$ cat src/rtl/mips_mc_ctrl_pkg.sv
// Shared encodings for the multi-cycle MIPS controller: opcodes, functs,
// ALU op codes, FSM state codes and the bundled control word.
package mips_mc_ctrl_pkg;

  localparam logic [5:0] OP_RTYPE = 6'h00;
  localparam logic [5:0] OP_J     = 6'h02;
  localparam logic [5:0] OP_BEQ   = 6'h04;
  localparam logic [5:0] OP_BNE   = 6'h05;
  localparam logic [5:0] OP_ADDI  = 6'h08;
  localparam logic [5:0] OP_SLTI  = 6'h0a;
  localparam logic [5:0] OP_ANDI  = 6'h0c;
  localparam logic [5:0] OP_ORI   = 6'h0d;
  localparam logic [5:0] OP_LUI   = 6'h0f;
  localparam logic [5:0] OP_LW    = 6'h23;
  localparam logic [5:0] OP_SW    = 6'h2b;

  localparam logic [5:0] FN_SLL  = 6'h00;
  localparam logic [5:0] FN_SRL  = 6'h02;
  localparam logic [5:0] FN_SRA  = 6'h03;
  localparam logic [5:0] FN_ADD  = 6'h20;
  localparam logic [5:0] FN_ADDU = 6'h21;
  localparam logic [5:0] FN_SUB  = 6'h22;
  localparam logic [5:0] FN_AND  = 6'h24;
  localparam logic [5:0] FN_OR   = 6'h25;
  localparam logic [5:0] FN_XOR  = 6'h26;
  localparam logic [5:0] FN_NOR  = 6'h27;
  localparam logic [5:0] FN_SLT  = 6'h2a;
  localparam logic [5:0] FN_SLTU = 6'h2b;

  localparam logic [3:0] ALU_ADD    = 4'd0;
  localparam logic [3:0] ALU_SUB    = 4'd1;
  localparam logic [3:0] ALU_AND    = 4'd2;
  localparam logic [3:0] ALU_OR     = 4'd3;
  localparam logic [3:0] ALU_XOR    = 4'd4;
  localparam logic [3:0] ALU_NOR    = 4'd5;
  localparam logic [3:0] ALU_SLT    = 4'd6;
  localparam logic [3:0] ALU_SLTU   = 4'd7;
  localparam logic [3:0] ALU_SLL    = 4'd8;
  localparam logic [3:0] ALU_SRL    = 4'd9;
  localparam logic [3:0] ALU_SRA    = 4'd10;
  localparam logic [3:0] ALU_LUI    = 4'd11;
  localparam logic [3:0] ALU_PASS_B = 4'd12;

  localparam logic [3:0] ST_FETCH    = 4'd0;
  localparam logic [3:0] ST_DECODE   = 4'd1;
  localparam logic [3:0] ST_EXEC_R   = 4'd2;
  localparam logic [3:0] ST_EXEC_I   = 4'd3;
  localparam logic [3:0] ST_WB_R     = 4'd4;
  localparam logic [3:0] ST_WB_I     = 4'd5;
  localparam logic [3:0] ST_MEM_ADDR = 4'd6;
  localparam logic [3:0] ST_MEM_RD   = 4'd7;
  localparam logic [3:0] ST_WB_MEM   = 4'd8;
  localparam logic [3:0] ST_MEM_WR   = 4'd9;
  localparam logic [3:0] ST_BRANCH   = 4'd10;
  localparam logic [3:0] ST_JUMP     = 4'd11;
  localparam logic [3:0] ST_ILLEGAL  = 4'd12;

  typedef struct packed {
    logic       mem_req;
    logic       mem_we;
    logic       iord;
    logic       ir_write;
    logic       pc_write;
    logic [1:0] pc_src;
    logic       reg_write;
    logic       reg_dst;
    logic       mem_to_reg;
    logic       alu_src_a;
    logic [1:0] alu_src_b;
    logic [3:0] alu_ctrl;
    logic [4:0] shamt;
    logic       illegal;
  } ctrl_t;

endpackage

$ cat src/rtl/mips_mc_ctrl_if.sv
// Controller <-> IR/memory/ALU datapath bundle. master = controller side.
interface mips_mc_ctrl_if;
  import mips_mc_ctrl_pkg::*;

  logic [31:0] instr;
  logic        zero;
  logic        mem_ready;
  logic        mem_req;
  logic        mem_we;
  logic        iord;
  logic        ir_write;
  logic        pc_write;
  logic [1:0]  pc_src;
  logic        reg_write;
  logic        reg_dst;
  logic        mem_to_reg;
  logic        alu_src_a;
  logic [1:0]  alu_src_b;
  logic [3:0]  alu_ctrl;
  logic [4:0]  shamt;
  logic        illegal;

  modport master (
    input  instr, zero, mem_ready,
    output mem_req, mem_we, iord, ir_write, pc_write, pc_src, reg_write,
           reg_dst, mem_to_reg, alu_src_a, alu_src_b, alu_ctrl, shamt, illegal
  );

  modport slave (
    output instr, zero, mem_ready,
    input  mem_req, mem_we, iord, ir_write, pc_write, pc_src, reg_write,
           reg_dst, mem_to_reg, alu_src_a, alu_src_b, alu_ctrl, shamt, illegal
  );
endinterface

$ cat src/rtl/mips_mc_ctrl_alu_op_decode.sv
// Combinational {opcode, funct} -> ALU op code, plus a flag saying the
// instruction is one this controller supports.
module alu_op_decode
  import mips_mc_ctrl_pkg::*;
(
  input  logic [5:0] opcode,
  input  logic [5:0] funct,
  output logic [3:0] alu_ctrl,
  output logic       legal
);

  always_comb begin
    alu_ctrl = ALU_ADD;
    legal    = 1'b1;
    case (opcode)
      OP_RTYPE: begin
        case (funct)
          FN_ADD, FN_ADDU: alu_ctrl = ALU_ADD;
          FN_SUB:          alu_ctrl = ALU_SUB;
          FN_AND:          alu_ctrl = ALU_AND;
          FN_OR:           alu_ctrl = ALU_OR;
          FN_XOR:          alu_ctrl = ALU_XOR;
          FN_NOR:          alu_ctrl = ALU_NOR;
          FN_SLT:          alu_ctrl = ALU_SLT;
          FN_SLTU:         alu_ctrl = ALU_SLTU;
          FN_SLL:          alu_ctrl = ALU_SLL;
          FN_SRL:          alu_ctrl = ALU_SRL;
          FN_SRA:          alu_ctrl = ALU_SRA;
          default:         legal    = 1'b0;
        endcase
      end
      OP_ADDI:              alu_ctrl = ALU_ADD;
      OP_ANDI:              alu_ctrl = ALU_AND;
      OP_ORI:               alu_ctrl = ALU_OR;
      OP_SLTI:              alu_ctrl = ALU_SLT;
      OP_LUI:               alu_ctrl = ALU_LUI;
      OP_LW, OP_SW, OP_J:   alu_ctrl = ALU_ADD;
      OP_BEQ, OP_BNE:       alu_ctrl = ALU_SUB;
      default:              legal    = 1'b0;
    endcase
  end

endmodule

$ cat src/rtl/mips_mc_ctrl.sv
// Multi-cycle MIPS control FSM: state register, memory wait counter and
// Moore-style output decode (fetch/memory strobes also qualified by mem_ready).
module mips_mc_ctrl
  import mips_mc_ctrl_pkg::*;
#(
  parameter int MEM_TIMEOUT = 16
) (
  input  logic           clk,
  input  logic           rst,
  mips_mc_ctrl_if.master bus
);

  localparam int TO_M1 = MEM_TIMEOUT - 1;

  logic [3:0] state, state_nxt;
  logic       run;
  logic [4:0] wcnt;
  logic [5:0] opcode, funct;
  logic [3:0] dec_alu;
  logic       dec_legal;
  logic       wait_st, timeout;
  ctrl_t      c;
  logic       unused_instr;

  assign opcode       = bus.instr[31:26];
  assign funct        = bus.instr[5:0];
  assign unused_instr = ^bus.instr[25:11];

  alu_op_decode u_dec (
    .opcode   (opcode),
    .funct    (funct),
    .alu_ctrl (dec_alu),
    .legal    (dec_legal)
  );

  assign wait_st = (state == ST_FETCH) || (state == ST_MEM_RD) || (state == ST_MEM_WR);
  assign timeout = (MEM_TIMEOUT != 0) && ({27'd0, wcnt} >= 32'(TO_M1));

  always_comb begin
    state_nxt = state;
    if (run) begin
      case (state)
        ST_FETCH:    if (bus.mem_ready) state_nxt = ST_DECODE;
                     else if (timeout)  state_nxt = ST_ILLEGAL;
        ST_DECODE: begin
          if (!dec_legal) state_nxt = ST_ILLEGAL;
          else begin
            case (opcode)
              OP_RTYPE:                               state_nxt = ST_EXEC_R;
              OP_ADDI, OP_ANDI, OP_ORI, OP_SLTI, OP_LUI: state_nxt = ST_EXEC_I;
              OP_LW, OP_SW:                           state_nxt = ST_MEM_ADDR;
              OP_BEQ, OP_BNE:                         state_nxt = ST_BRANCH;
              OP_J:                                   state_nxt = ST_JUMP;
              default:                                state_nxt = ST_ILLEGAL;
            endcase
          end
        end
        ST_EXEC_R:   state_nxt = ST_WB_R;
        ST_EXEC_I:   state_nxt = ST_WB_I;
        ST_WB_R, ST_WB_I, ST_WB_MEM, ST_BRANCH, ST_JUMP: state_nxt = ST_FETCH;
        ST_MEM_ADDR: state_nxt = (opcode == OP_LW) ? ST_MEM_RD : ST_MEM_WR;
        ST_MEM_RD:   if (bus.mem_ready) state_nxt = ST_WB_MEM;
                     else if (timeout)  state_nxt = ST_ILLEGAL;
        ST_MEM_WR:   if (bus.mem_ready) state_nxt = ST_FETCH;
                     else if (timeout)  state_nxt = ST_ILLEGAL;
        default:     state_nxt = ST_ILLEGAL;
      endcase
    end
  end

  // run stays low for the cycle reset is sampled in, so a reset mid-request
  // drops mem_req immediately and the FSM idles in FETCH until rst falls.
  always_ff @(posedge clk) begin
    if (rst) begin
      state <= ST_FETCH;
      run   <= 1'b0;
      wcnt  <= '0;
    end else begin
      run   <= 1'b1;
      state <= state_nxt;
      if (state_nxt != state)
        wcnt <= '0;
      else if (run && wait_st && !bus.mem_ready && wcnt != 5'h1f)
        wcnt <= wcnt + 5'd1;
    end
  end

  always_comb begin
    c          = '0;
    c.alu_ctrl = ALU_ADD;
    if (run) begin
      case (state)
        ST_FETCH: begin
          c.mem_req   = 1'b1;
          c.alu_src_b = 2'd1;
          c.ir_write  = bus.mem_ready;
          c.pc_write  = bus.mem_ready;
        end
        ST_DECODE:   c.alu_src_b = 2'd3;
        ST_EXEC_R: begin
          c.alu_src_a = 1'b1;
          c.alu_ctrl  = dec_alu;
          c.shamt     = bus.instr[10:6];
        end
        ST_EXEC_I: begin
          c.alu_src_a = 1'b1;
          c.alu_src_b = 2'd2;
          c.alu_ctrl  = dec_alu;
        end
        ST_WB_R: begin
          c.reg_write = 1'b1;
          c.reg_dst   = 1'b1;
        end
        ST_WB_I:     c.reg_write = 1'b1;
        ST_MEM_ADDR: begin
          c.alu_src_a = 1'b1;
          c.alu_src_b = 2'd2;
        end
        ST_MEM_RD: begin
          c.mem_req = 1'b1;
          c.iord    = 1'b1;
        end
        ST_WB_MEM: begin
          c.reg_write  = 1'b1;
          c.mem_to_reg = 1'b1;
        end
        ST_MEM_WR: begin
          c.mem_req = 1'b1;
          c.mem_we  = 1'b1;
          c.iord    = 1'b1;
        end
        ST_BRANCH: begin
          c.alu_src_a = 1'b1;
          c.alu_ctrl  = ALU_SUB;
          c.pc_src    = 2'd1;
          c.pc_write  = (opcode == OP_BNE) ? ~bus.zero : bus.zero;
        end
        ST_JUMP: begin
          c.pc_src   = 2'd2;
          c.pc_write = 1'b1;
        end
        ST_ILLEGAL:  c.illegal = 1'b1;
        default:     c.illegal = 1'b1;
      endcase
    end
  end

  assign bus.mem_req    = c.mem_req;
  assign bus.mem_we     = c.mem_we;
  assign bus.iord       = c.iord;
  assign bus.ir_write   = c.ir_write;
  assign bus.pc_write   = c.pc_write;
  assign bus.pc_src     = c.pc_src;
  assign bus.reg_write  = c.reg_write;
  assign bus.reg_dst    = c.reg_dst;
  assign bus.mem_to_reg = c.mem_to_reg;
  assign bus.alu_src_a  = c.alu_src_a;
  assign bus.alu_src_b  = c.alu_src_b;
  assign bus.alu_ctrl   = c.alu_ctrl;
  assign bus.shamt      = c.shamt;
  assign bus.illegal    = c.illegal;

endmodule
$ cat src/flat_wrapper.sv
// flat-port wrapper written by rule: the top's interface ports become plain ports
module mips_mc_ctrl_flat import mips_mc_ctrl_pkg::*;
#(
  parameter int MEM_TIMEOUT = 16
)
  (clk, rst, bus_instr, bus_zero, bus_mem_ready, bus_mem_req, bus_mem_we, bus_iord, bus_ir_write, bus_pc_write, bus_pc_src, bus_reg_write, bus_reg_dst, bus_mem_to_reg, bus_alu_src_a, bus_alu_src_b, bus_alu_ctrl, bus_shamt, bus_illegal);
  mips_mc_ctrl_if bus_i ();
  input  logic clk;
  input  logic rst;
  input wire logic [$bits(bus_i.instr)-1:0] bus_instr;
  input wire logic [$bits(bus_i.zero)-1:0] bus_zero;
  input wire logic [$bits(bus_i.mem_ready)-1:0] bus_mem_ready;
  output wire logic [$bits(bus_i.mem_req)-1:0] bus_mem_req;
  output wire logic [$bits(bus_i.mem_we)-1:0] bus_mem_we;
  output wire logic [$bits(bus_i.iord)-1:0] bus_iord;
  output wire logic [$bits(bus_i.ir_write)-1:0] bus_ir_write;
  output wire logic [$bits(bus_i.pc_write)-1:0] bus_pc_write;
  output wire logic [$bits(bus_i.pc_src)-1:0] bus_pc_src;
  output wire logic [$bits(bus_i.reg_write)-1:0] bus_reg_write;
  output wire logic [$bits(bus_i.reg_dst)-1:0] bus_reg_dst;
  output wire logic [$bits(bus_i.mem_to_reg)-1:0] bus_mem_to_reg;
  output wire logic [$bits(bus_i.alu_src_a)-1:0] bus_alu_src_a;
  output wire logic [$bits(bus_i.alu_src_b)-1:0] bus_alu_src_b;
  output wire logic [$bits(bus_i.alu_ctrl)-1:0] bus_alu_ctrl;
  output wire logic [$bits(bus_i.shamt)-1:0] bus_shamt;
  output wire logic [$bits(bus_i.illegal)-1:0] bus_illegal;
  assign bus_i.instr = bus_instr;
  assign bus_i.zero = bus_zero;
  assign bus_i.mem_ready = bus_mem_ready;
  assign bus_mem_req = bus_i.mem_req;
  assign bus_mem_we = bus_i.mem_we;
  assign bus_iord = bus_i.iord;
  assign bus_ir_write = bus_i.ir_write;
  assign bus_pc_write = bus_i.pc_write;
  assign bus_pc_src = bus_i.pc_src;
  assign bus_reg_write = bus_i.reg_write;
  assign bus_reg_dst = bus_i.reg_dst;
  assign bus_mem_to_reg = bus_i.mem_to_reg;
  assign bus_alu_src_a = bus_i.alu_src_a;
  assign bus_alu_src_b = bus_i.alu_src_b;
  assign bus_alu_ctrl = bus_i.alu_ctrl;
  assign bus_shamt = bus_i.shamt;
  assign bus_illegal = bus_i.illegal;
  mips_mc_ctrl #(.MEM_TIMEOUT(MEM_TIMEOUT)) u_core (.clk(clk), .rst(rst), .bus(bus_i));
endmodule
$ cat config.mk
export PLATFORM = sky130hd
export DESIGN_NAME = mips_mc_ctrl_flat
export DESIGN_NICKNAME = d
export VERILOG_FILES = /design/src/rtl/mips_mc_ctrl_pkg.sv /design/src/rtl/mips_mc_ctrl_if.sv /design/src/rtl/mips_mc_ctrl_alu_op_decode.sv /design/src/rtl/mips_mc_ctrl.sv /design/src/flat_wrapper.sv
export SDC_FILE = /design/constraint.sdc
export NUM_CORES = 1
export LEC_CHECK = 0
export ABC_AREA = 1
export CAP_MARGIN = 10
export CORE_ASPECT_RATIO = 1.4
export CORE_MARGIN = 4
export CORE_UTILIZATION = 39
export CTS_CLUSTER_DIAMETER = 30
export CTS_CLUSTER_SIZE = 20
export DETAILED_ROUTE_END_ITERATION = 16
export GPL_ROUTABILITY_DRIVEN = 0
export GPL_TIMING_DRIVEN = 1
export PLACE_DENSITY = 0.77
export SLEW_MARGIN = 20
export SYNTH_ARGS = -nofsm -noshare
export SYNTH_HDL_FRONTEND = slang
export SYNTH_SLANG_ARGS = --single-unit
$ cat constraint.sdc
create_clock -name clk -period 2.05 [get_ports clk]
set_input_delay 0.41 -clock clk [delete_from_list [all_inputs] [get_ports clk]]
set_output_delay 0.41 -clock clk [all_outputs]
set_load 0.05 [all_outputs]
After elaboration in Yosys (flattened, before gate mapping):

Index checks and enable logic that the tools add are counted.
W data, S select, Z words.

* add/sub/neg operators: 1
* $lt $le $gt $ge: 1
* eq/ne operators: 34
* multiplexer cells: 30
* bitwise gates (word level): 1
* reductions and logical operators: 23

Operator list (count)
* $eq A6 B6 Y1 const B: 11
* $pmux W4 S10: 1
* $pmux W4 S8: 1
* $eq A6 B4 Y1 const B: 5
* $mux W4: 7
* $pmux W4 S6: 1
* $reduce_or A12 Y1: 2
* $mux W23: 1
* $pmux W4 S5: 1
* $eq A6 B2 Y1 const B: 3
* $eq A4 B3 Y1 const B: 4
* $eq A4 B4 Y1 const B: 4
* $eq A6 B3 Y1 const B: 2
* $logic_not A6 Y1: 2
* $mux W1: 12
* $reduce_or A2 Y1: 6
* $reduce_or A10 Y1: 1
* $reduce_or A5 Y1: 2
* $eq A4 B2 Y1 const B: 2
* $pmux W4 S2: 1
* $pmux W2 S3: 1
* $reduce_or A3 Y1: 2
* $add A5 B1 Y5 const B: 1
* $ge A5 B4 Y1 const B: 1
* other kinds (13): 16

* bits in registers: 10
* input bits: 36
* output and inout bits: 23
* word-level logic and storage cells: 93

Longest topological paths before layout:

* depth in word-level cells: 9
* mapped depth: 17
* gate-level depth less buffers: 17

Modules after synthesis:

From an unflattened synthesis, not the netlist that was laid out.

* cells, all modules: 272
* area total of the unflattened synthesis: 1540.2 um^2

By module, submodules not included
* mips_mc_ctrl: times used 1, cells an instance 206, area each 1241.2 um^2, seq. area each 200.2 um^2
* alu_op_decode: times used 1, cells an instance 66, area each 299.0 um^2, seq. area each 0.0 um^2

Least setup slack after synthesis:

No wires, ideal clock.

* path type: register to output
* start point: register u_core.state[3]
* end point: output port bus_reg_dst
* arrival time: 2.002 ns
* required time: 1.640 ns
* slack: -0.362 ns
* stages on the path, launching flop included: 5
* buffers on the path: 1
* cells stage by stage: dfxtp_1 buf_6 inv_4 nand2_1 nor4_1

* longest elaborated chain between the ends: 3

Ends and longest elaborated chain
* start, declared: RTL line mips_mc_ctrl.sv:15 `logic [3:0] state, state_nxt;`
* start signal, assigned: RTL line mips_mc_ctrl.sv:80 `state <= state_nxt;`
* $eq A4 B3 Y1: RTL line mips_mc_ctrl.sv:92 `case (state)`
* $mux W1: RTL line mips_mc_ctrl.sv:92
* $mux W23: RTL line mips_mc_ctrl.sv:91 `if (run) begin`
* end, declared: RTL line flat_wrapper.sv:20 `output wire logic [$bits(bus_i.reg_dst)-1:0] bus_reg_dst;`

Every way passes these cells.

Worst setup path in the final report:

* start point: register u_core.wcnt[0]
* end point: register u_core.wcnt[4]

* longest elaborated chain between the ends: 7
* elaborated cells on any way between the ends: 12
* classes of those cells: add/sub (1); order compare (1); eq/ne (2); mux (6); reduce/logical (2)

Ends and longest elaborated chain
* start, declared: RTL line mips_mc_ctrl.sv:17 `logic [4:0] wcnt;`
* start signal, assigned: RTL line mips_mc_ctrl.sv:84 `wcnt <= wcnt + 5'd1;`
* $ge A5 B4 Y1: RTL line mips_mc_ctrl.sv:37 `assign timeout = (MEM_TIMEOUT != 0) && ({27'd0, wcnt} >= 32'(TO_M1));`
* $mux W4: RTL line mips_mc_ctrl.sv:44, mips_mc_ctrl.sv:63, mips_mc_ctrl.sv:65
* $mux W4 (on tied branches): RTL line mips_mc_ctrl.sv:64, mips_mc_ctrl.sv:43, mips_mc_ctrl.sv:62
* $pmux W4 S8: RTL line mips_mc_ctrl.sv:42 `case (state)`
* $mux W4: RTL line mips_mc_ctrl.sv:41 `if (run) begin`
* $ne A4 B4 Y1: RTL line mips_mc_ctrl.sv:81 `if (state_nxt != state)`
* $reduce_or A2 Y1 (no line)

Several ways; a longest one is shown, not always the timed one.
A chain may end at the register's enable or synchronous reset.

==> reports/metrics.yaml <==
status:
  status: "finished with violations"
  violations: "setup timing"
clock_network:
  cts_hold_buf: 0
  cts_root_buf: "clkbuf_8"
  cts_buffer_depth: 2
  cts_buffers: 3
  clock_latency_ps: 230
  cts_tree: "done"
  htree_levels: 1
  path_clk_slew_ps: 50
  clkSinkCount: 10
finish:
  drive_above_1_share: 0.417
  fillers: 265
  final_cell_mix: "47 x nand2_1, 39 x inv_1, 39 x nor2_1"
  nets: 372
  areaGrowthSynthToFinish_pct: 79.9
  final_common_cell: "nand2_1"
  n_antenna_cell: 0
die:
  die_y_um: 79.2
  rows: 25
  io_pins: 59
  die-area_um2: 4660
  die_w_um: 58.9
  start_util: 0.411
  core_area_um2: 3440
global_route:
  antenna_found_initial: 0
  grt_pass1_vias: 2013
  grt.total_usage: 0.229
  grt_pass1_wl_mm: 8.53
  overflow: 0
  grt_max_degree: 17
sta:
  slew_violations: 0
  fmax_ghz: 0.480
  whs_ps: 579
  worst_pin_slew_ps: 560
  rsz0062_at_grt: "yes"
  setup_viol: 11
  min_period_over_period: 1.02
  slew_headroom: 0.626
  hold_viol: 0
  layout_setup_ws_ps: -35.1
  finalCriticalPeriod_ps: 2090
  clock_skew_ps: 4.72
routing:
  wl_mm: 4.99
  route.detailed.drc: 0
  drt_pass1_iterations: 4
  antenna_left: 0
  wl_per_cell_um: 13.4
  vias: 1972
  drtIter0Drc: 69
  post_drt_via_cell_ratio: 5.32
setup_path:
  path_cells: "ha_2 -> inv_2 -> nor2_4 -> ha_2 -> nor2_1 -> o21ai_1 -> buf_4 -> nor2_2 -> nand2_1 -> o21ai_1 -> nand3_1 -> inv_1 -> nand2_1 -> nand3_1 -> nand2_1 -> inv_2 -> nand2_4 -> nor3_2"
  crit_top_cell: "nand2_1"
  cp_slowest_cell: "dfxtp_2"
  critPathArrivalTime_ps: 2250
  path_max_fanout: 5
  r2r_start: "u_core.wcnt[0]"
  cp.required_ps: 2210
  criticalPathCategory: "reg -> reg"
  crit_start: "u_core.wcnt[0]"
  cp-end-kind: "register"
  path_delay_family: "simple AND/OR/NAND/NOR gates"
  max_stage_delay_ps: 310
  path_buf_inv: 4
  start_kind: "register"
power_and_ir_drop:
  pwr-share-comb: 0.503
  powerDensity_nw_per_um2: 331
  power.share.switching: 0.398
  p_int_w: 0.000506
  total_power_w: 0.000840
  p_switching_w: 0.000334
  total_leakage_power_nw: 1.20
  clockPowerShare: 0.236
  peakVddDrop_uv: 314
  pwr-share-seq: 0.261
placed_design:
  dp_slack_ps: -420
  dp_hpwl_mm: 3.65
  io_buffers: 43
synth:
  yosys_warnings: 0
  ys_ff_latch: 10
  synthCells: 261
  syn-cell-area_um2: 1410
  avgSynthCellArea_um2: 5.41
  synth-seq-area-share: 0.142
  synthesis.nets: 300
  yosysUniqueCellTypes: 33
hold_path:
  min_path_type: "reg -> reg"
  hp-start: "u_core.wcnt[3]"
run:
  maxCapViolations: 0
==> synth_stat cells <==
cell type | instances | area [um2]
nor2_1 | 53 | 199
nand2_1 | 52 | 195
inv_1 | 45 | 169
nand3_1 | 24 | 120
dfxtp_1 | 10 | 200
o21ai_0 | 10 | 50.1
a21oi_1 | 8 | 40.0
nand4_1 | 7 | 43.8
nor3_1 | 6 | 30.0
nor2_2 | 5 | 31.3
nor3_2 | 5 | 50.1
inv_2 | 4 | 15.0
buf_4 | 3 | 22.5
ha_1 | 3 | 37.5
xor2_1 | 3 | 26.3
a31oi_1 | 2 | 12.5
clkbuf_1 | 2 | 7.51
nand2_2 | 2 | 12.5
nand2_4 | 2 | 22.5
nor2_4 | 2 | 22.5
a221oi_1 | 1 | 8.76
buf_2 | 1 | 5.00
buf_6 | 1 | 11.3
inv_4 | 1 | 6.26
mux2i_1 | 1 | 10.0
nand3_4 | 1 | 17.5
nor2b_1 | 1 | 6.26
nor4_1 | 1 | 6.26
o21ai_1 | 1 | 5.00
o21ai_2 | 1 | 8.76
o31ai_1 | 1 | 7.51
or2_0 | 1 | 6.26
or2_2 | 1 | 6.26
==> flip-flops by register name, indices dropped and copies added (netlist names) <==
signal / count
u_core.state: 4
u_core.run: 1
u_core.wcnt: 5
==> layer usage <==
layer | vias up | track usage | routed length [um]
met1 | 909 | 0.230 | 1760
met3 | 23 | 0.0211 | 197
met5 | - | 0 | 0
met4 | 0 | 0.111 | 192
met2 | 75 | 0.445 | 2840
li1 | 965 | - | -
==> final timing paths <==
kind / endpoint / slack, ps / depth (start not counted)
max: u_core.wcnt[4] / -40 / 18
max reg2reg: u_core.wcnt[4] / -40 / 18
min reg2reg: u_core.wcnt[3] / 580 / 3
min: u_core.wcnt[3] / 580 / 3
==> stage by stage <==
step           setup TNS, ps  instance area [um2]  std cells   util
2_1_floorplan           -276                 1440        261      -
3_3_place_gp           -3380                 2310        364  0.671
5_1_grt                -2100                 2540        371  0.739
3_5_place_dp           -3960                 2310        364  0.671
4_1_cts                -15.4                 2470        371  0.718
6_report                -181                 2540        371  0.739
==> tightest hold or removal path: stages, from the launching register on <==
cell and delay, ps:
dfxtp_1 350, xor2_1 80, inv_1 60, nor3_2 40
==> logic make-up (layout without fill, tap and decap cells) <==
kind of cell	count (synthesis)	in the layout	share of synthesized area
XOR/XNOR	3	3	0.0186
AO/OA/AOI/OAI	24	24	0.0939
adder cells (fa/ha/maj)	3	3	0.0266
buffers and inverters	57	127	0.167
flip-flops	10	10	0.142
AND/OR/NAND/NOR	163	163	0.545
multiplexers	1	1	0.00709
==> repair_timing <==
item	4_1_cts	5_1_grt
setup buffers	4	0
resized for setup	62	37
pin swaps	16	15
endpoints found under the setup margin	18	20
==> final cells by class <==
class	instances	area (um2)	area share
multi-input combinational	194	1170	0.460
tap	40	50.0	0.0197
timing repair buffer	74	877	0.345
clock buffer	3	41.3	0.0162
inverter	50	193	0.0758
sequential	10	211	0.0832
==> power groups by stage <==
| stage | Clock (W) | Sequential [W] | Combinational (W) |
|---|---|---|---|
| 4_1_cts | 0.000198 | 0.000219 | 0.000404 |
| 2_1_floorplan | 0 | 0.000210 | 0.000231 |
| 3_3_place_gp | 0 | 0.000221 | 0.000382 |
| 6_report | 0.000198 | 0.000219 | 0.000423 |
| 3_5_place_dp | 0 | 0.000221 | 0.000391 |
| 5_1_grt | 0.000210 | 0.000220 | 0.000456 |
(Power assumes the default switching activity.)
